File: src/rtl/mem_arbiter.sv
// Round-robin arbiter sharing one memory port between IFU (read) and LSU (read/write), one access in flight.
// Zero-wait latency is 3 cycles (grant, issue, response); req_ready is only offered in IDLE, no response backpressure.
module mem_arbiter #(
    parameter int ADDR_W = 32,
    parameter int DATA_W = 32
) (
    input  logic                  clk,
    input  logic                  rst,
    input  logic                  ifu_req_valid,
    output logic                  ifu_req_ready,
    input  logic [ADDR_W-1:0]     ifu_addr,
    output logic                  ifu_rsp_valid,
    output logic [DATA_W-1:0]     ifu_rdata,
    input  logic                  lsu_req_valid,
    output logic                  lsu_req_ready,
    input  logic [ADDR_W-1:0]     lsu_addr,
    input  logic                  lsu_wen,
    input  logic [DATA_W-1:0]     lsu_wdata,
    input  logic [DATA_W/8-1:0]   lsu_wmask,
    output logic                  lsu_rsp_valid,
    output logic [DATA_W-1:0]     lsu_rdata,
    output logic                  mem_req_valid,
    input  logic                  mem_req_ready,
    output logic [ADDR_W-1:0]     mem_addr,
    output logic                  mem_wen,
    output logic [DATA_W-1:0]     mem_wdata,
    output logic [DATA_W/8-1:0]   mem_wmask,
    input  logic                  mem_rsp_valid,
    input  logic [DATA_W-1:0]     mem_rdata,
    output logic                  busy
);
    typedef enum logic [1:0] {IDLE, ISSUE, WAIT} state_t;

    localparam logic OWN_IFU = 1'b0;
    localparam logic OWN_LSU = 1'b1;

    state_t                state;
    state_t                state_nxt;
    logic                  owner;
    logic                  last_owner;
    logic [ADDR_W-1:0]     addr_q;
    logic                  wen_q;
    logic [DATA_W-1:0]     wdata_q;
    logic [DATA_W/8-1:0]   wmask_q;
    logic                  grant_ifu;
    logic                  grant_lsu;

    always_ff @(posedge clk or posedge rst) begin
        if (rst) begin
            state <= IDLE;
        end else begin
            state <= state_nxt;
        end
    end

    always_comb begin
        state_nxt     = state;
        grant_ifu     = 1'b0;
        grant_lsu     = 1'b0;
        ifu_req_ready = 1'b0;
        lsu_req_ready = 1'b0;
        mem_req_valid = 1'b0;
        ifu_rsp_valid = 1'b0;
        lsu_rsp_valid = 1'b0;
        case (state)
            IDLE: begin
                // No grant while reset is held, so nothing is accepted into a clearing datapath.
                if (!rst) begin
                    grant_ifu = ifu_req_valid && (!lsu_req_valid || last_owner == OWN_LSU);
                    grant_lsu = lsu_req_valid && !grant_ifu;
                end
                ifu_req_ready = grant_ifu;
                lsu_req_ready = grant_lsu;
                if (grant_ifu || grant_lsu) begin
                    state_nxt = ISSUE;
                end
            end
            ISSUE: begin
                mem_req_valid = 1'b1;
                if (mem_req_ready) begin
                    state_nxt = WAIT;
                end
            end
            WAIT: begin
                if (mem_rsp_valid) begin
                    ifu_rsp_valid = (owner == OWN_IFU);
                    lsu_rsp_valid = (owner == OWN_LSU);
                    state_nxt     = IDLE;
                end
            end
            default: state_nxt = IDLE;
        endcase
    end

    always_ff @(posedge clk or posedge rst) begin
        if (rst) begin
            owner      <= OWN_IFU;
            last_owner <= OWN_LSU;
            addr_q     <= '0;
            wen_q      <= 1'b0;
            wdata_q    <= '0;
            wmask_q    <= '0;
        end else if (grant_ifu) begin
            owner      <= OWN_IFU;
            last_owner <= OWN_IFU;
            addr_q     <= ifu_addr;
            wen_q      <= 1'b0;
            wdata_q    <= '0;
            wmask_q    <= '0;
        end else if (grant_lsu) begin
            owner      <= OWN_LSU;
            last_owner <= OWN_LSU;
            addr_q     <= lsu_addr;
            wen_q      <= lsu_wen;
            wdata_q    <= lsu_wdata;
            wmask_q    <= lsu_wmask;
        end
    end

    assign mem_addr  = addr_q;
    assign mem_wen   = wen_q;
    assign mem_wdata = wdata_q;
    assign mem_wmask = wmask_q;
    assign ifu_rdata = mem_rdata;
    assign lsu_rdata = mem_rdata;
    assign busy      = (state != IDLE);

endmodule

File: config.mk
export PLATFORM = sky130hd
export DESIGN_NAME = mem_arbiter
export DESIGN_NICKNAME = d
export VERILOG_FILES = /design/src/rtl/mem_arbiter.sv
export SDC_FILE = /design/constraint.sdc
export NUM_CORES = 1
export LEC_CHECK = 0
export ABC_AREA = 1
export BUFFER_PORTS_ARGS = -buffer_cell sky130_fd_sc_hd__buf_4
export CORE_UTILIZATION = 25
export CTS_BUF_LIST = sky130_fd_sc_hd__clkbuf_4
export DETAILED_ROUTE_END_ITERATION = 8
export PLACE_DENSITY_LB_ADDON = 0.3
export SETUP_SLACK_MARGIN = 0.4
export SYNTH_ARGS = -nofsm -noshare
export SYNTH_HDL_FRONTEND = slang
export SYNTH_SLANG_ARGS = --single-unit
File: constraint.sdc
create_clock -name clk -period 7.3 [get_ports clk]
set_input_delay 1.46 -clock clk [delete_from_list [all_inputs] [get_ports clk]]
set_output_delay 1.46 -clock clk [all_outputs]
set_load 0.02 [all_outputs]
==> run summary <==
## Outcome
* completed — result of the run

## Timing
* 0.6222 — Period Utilization, post-route
* 0 — final max-slew violation count
* 0 ns — Total Negative Setup Slacks
* false — RSZ-0062 raised after global routing
* 0.4810 ns — WHS
* 1.042 ns — actual transition at the worst max-transition pin
* 0.2202 GHz — Highest Clock Rate
* 0.01434 ns — Worst Skew
* 4.542 ns — min Tclk post-route
* 0 — Final Hold Vio Count
* 0.3048 — Max-Slew Margin vs Limit
* 2.758 ns — worst setup margin
* 0 — final setup vio count

## Worst setup path
* mem_wdata[29]$_DFFE_PP0P_ — FF-to-FF End
* in -> out — class of the most critical setup path
* 8 — logic depth of the worst register-to-register path
* 0.58 ns — max incr delay on CP
* buffers and inverters — cell class contributing the biggest share of worst-path delay
* 3.89 ns — worst reg2reg setup slack
* 5.84 ns — Req. time, crit path
* primary output — endpoint type of the worst setup path
* 51 — maximum fanout count along the critical path
* nand4_4 — crit path max-delay cell type
* buf_4 > inv_4 > nand4_4 > inv_1 > buf_4 — critical path, cell by cell
* state[1]$_DFFE_PP0P_ — r2r startpoint
* 5 — number of cells on the critical path
* buf_4 — most common cell type on the critical path
* 3.08 ns — arrival time of data at the critical path endpoint
* ifu_req_ready — critical path endpoint
* rst — crit path launch
* 4 — buffering stage count on the worst path with inverters included
* primary input — Startpoint Class

## Drt
* 0 — drt drc
* 0 — post-route ant nets
* 13.09 um — routed wirelength normalized by instance count
* 5 — first-pass detailed-route iteration total
* 11200 um — drt total wl
* 4.089 — per-cell via count in the routed design
* 141 — count of routing violations after the opening detailed-route iteration
* 3496 — Via Count

## Power
* 377.5 mW/mm^2 — power per cell area
* 3.092 nW — Leak
* 0.1540 mV — maximum resistive drop on vdd
* 0.001950 W — Total Power

## Clock tree
* 0.43 ns — clock latency at the later pin of the worst-skew pair
* 0 — number of buffers inserted for hold repair after clock tree synthesis
* 0 — total of cells resized after clock tree synthesis
* 0 — number of setup buffers added after CTS
* 3 — CTS HTree Levels
* 2 — number of buffers between clock root and the deepest sink
* 73 — Sinks on Clock Net
* 0.11 ns — clock-pin slew of the registers on the worst-case setup and hold paths
* 9 — number of buffers added by the clock tree synthesis step
* clkbuf_4 — master cell of the clock root buffer
* yes — CTS tree

## Yosys
* dfrtp_1, nand2_1, buf_4 — most area-consuming cells after synthesis
* nand2_1 — most frequent cell after synthesis
* 532 — number of cells produced by synthesis
* dfrtp_1 — dominant cell type by area after synthesis
* 671 — total nets after synthesis
* 0 — YS warnings
* 1.000 — proportion of synthesized flip-flops having asynchronous set or reset
* 7.514 sq um — Avg Inst Size Synth
* dfrtp_1 — Primary FF master, synth
* 0.4507 — top cell type's share of synthesized area
* 73 — number of synthesized register bits
* 0 — count of flip-flops with a built-in enable after synthesis
* 20 — Yosys cell types
* 0.003998 sq mm — Syn Std Cell Area
* nand2_1, inv_1, dfrtp_1 — top post-synthesis cells by count
* 0.4573 — Seq/Total Area, Yosys

## Layout
* 777 — nets@finish
* 1718 — number of fill cells
* 0.3188 — fraction of layout instances using a drive strength above 1
* 29.23% — synthesis-to-finish area growth

## Floorplan
* 128.5 um — die outline height
* 278 — Ports
* 0.2591 — effective utilization at floorplan
* 128.5 um — die width
* 0.01543 sq mm — Floorplan Core Area
* 45 — row count
* 0.01650 sq mm — die area

## GRT
* 0.1385 — Total GRT Usage
* 0 — total congestion overflow
* 0.1726 — met1 track demand over resource in global routing
* 58 — maximum number of pins on one net before global-route repair
* 3322 — number of global-route vias before repair
* 1 — antenna violations before repair
* 0.2207 — met2 global-route usage
* met2 — Top Usage Layer GRT
* 17380 um — first-pass GRT wire length
* 0.05198 — grt met3 use

## Place
* 0.6992 — routability cong.
* 181 — Port Buffer Count
* 7608 um — detailed placer's ending HPWL
* 2.656 ns — post-placement setup slack

## Flow run
* 0 — number of max-cap violations

## Min path
* reg -> reg — worst hold path type

layout by cell type, fill, tap and decap left out, types with 2 or more instances in the layout:
master / instances
clkbuf_4: 11
clkinv_1: 3
a21oi_1: 2
nand4_1: 32
nand3_1: 35
nor3_1: 2
buf_4: 185
dfrtp_1: 72
nor2_1: 2
inv_1: 74
nand2_1: 215
stage by stage:
| stage | cells | instance area, sq um | util |
|---|---|---|---|
| 6_report | 855 | 5166 | 0.3349 |
| 5_1_grt | 855 | 5166 | 0.3349 |
| 4_1_cts | 854 | 5164 | 0.3347 |
| 3_5_place_dp | 838 | 5035 | 0.3264 |
| 3_3_place_gp | 838 | 5035 | 0.3264 |
| 2_1_floorplan | 532 | 3998 | - |
how the worst min path moves through the flow:
stage | start | to | slack (ns) | depth (start not counted)
2_1_floorplan | last_owner$_DFFE_PP1P_ | last_owner$_DFFE_PP1P_ | 0.45 | 2
3_3_place_gp | mem_wdata[11]$_DFFE_PP0P_ | mem_wdata[11]$_DFFE_PP0P_ | 0.46 | 2
3_5_place_dp | mem_wdata[8]$_DFFE_PP0P_ | mem_wdata[8]$_DFFE_PP0P_ | 0.46 | 2
4_1_cts | mem_wdata[30]$_DFFE_PP0P_ | mem_wdata[30]$_DFFE_PP0P_ | 0.49 | 2
5_1_grt | mem_wdata[30]$_DFFE_PP0P_ | mem_wdata[30]$_DFFE_PP0P_ | 0.50 | 2
6_report | mem_wdata[11]$_DFFE_PP0P_ | mem_wdata[11]$_DFFE_PP0P_ | 0.48 | 2
per-layer routing:
layer / vias up / share of wire
met5: - / 0
met4: 0 / 0.011
met3: 17 / 0.076
met2: 117 / 0.47
met1: 1597 / 0.44
li1: 1765 / -
power by group:
part | internal (W) | switching (W) | total (W)
sequential | 0.000597 | 0.000111 | 0.000708
clock | 0.000109 | 0.000141 | 0.000250
combinational | 0.000390 | 0.000602 | 0.000993
total | 0.00110 | 0.000855 | 0.00195
cell type report:
cell class	instances	area [sq um]	area share
Tap cell	211	264.0	0.05110
Sequential cell	73	1828	0.3538
Clock buffer	11	82.58	0.01598
Timing Repair Buffer	185	1389	0.2688
Clock inverter	5	46.29	0.008961
Multi-Input combinational cell	293	1266	0.2451
Inverter	76	287.8	0.05570
Antenna cell	1	2.502	0.0004844
state kept, by name (all words and copies together), names as in the netlist:
name / cells
mem_wmask: 4
state: 2
owner: 1
mem_addr: 32
mem_wen: 1
last_owner: 1
mem_wdata: 32
worst min-delay path, stage by stage (launching register included):
cell and delay [ns]:
dfrtp_1 0.36, nand2_1 0.05, nand2_1 0.04
kinds of logic (layout without fill, tap and decap cells):
kind of cell / count (synthesis) / in the layout / synth area share
other cells: 0 / 1 / 0
flops: 73 / 73 / 0.4573
compound gates: 2 / 2 / 0.002504
buf+inv: 166 / 277 / 0.2260
simple gates: 291 / 291 / 0.3142
Note: power is estimated with default switching activity, not from simulation.
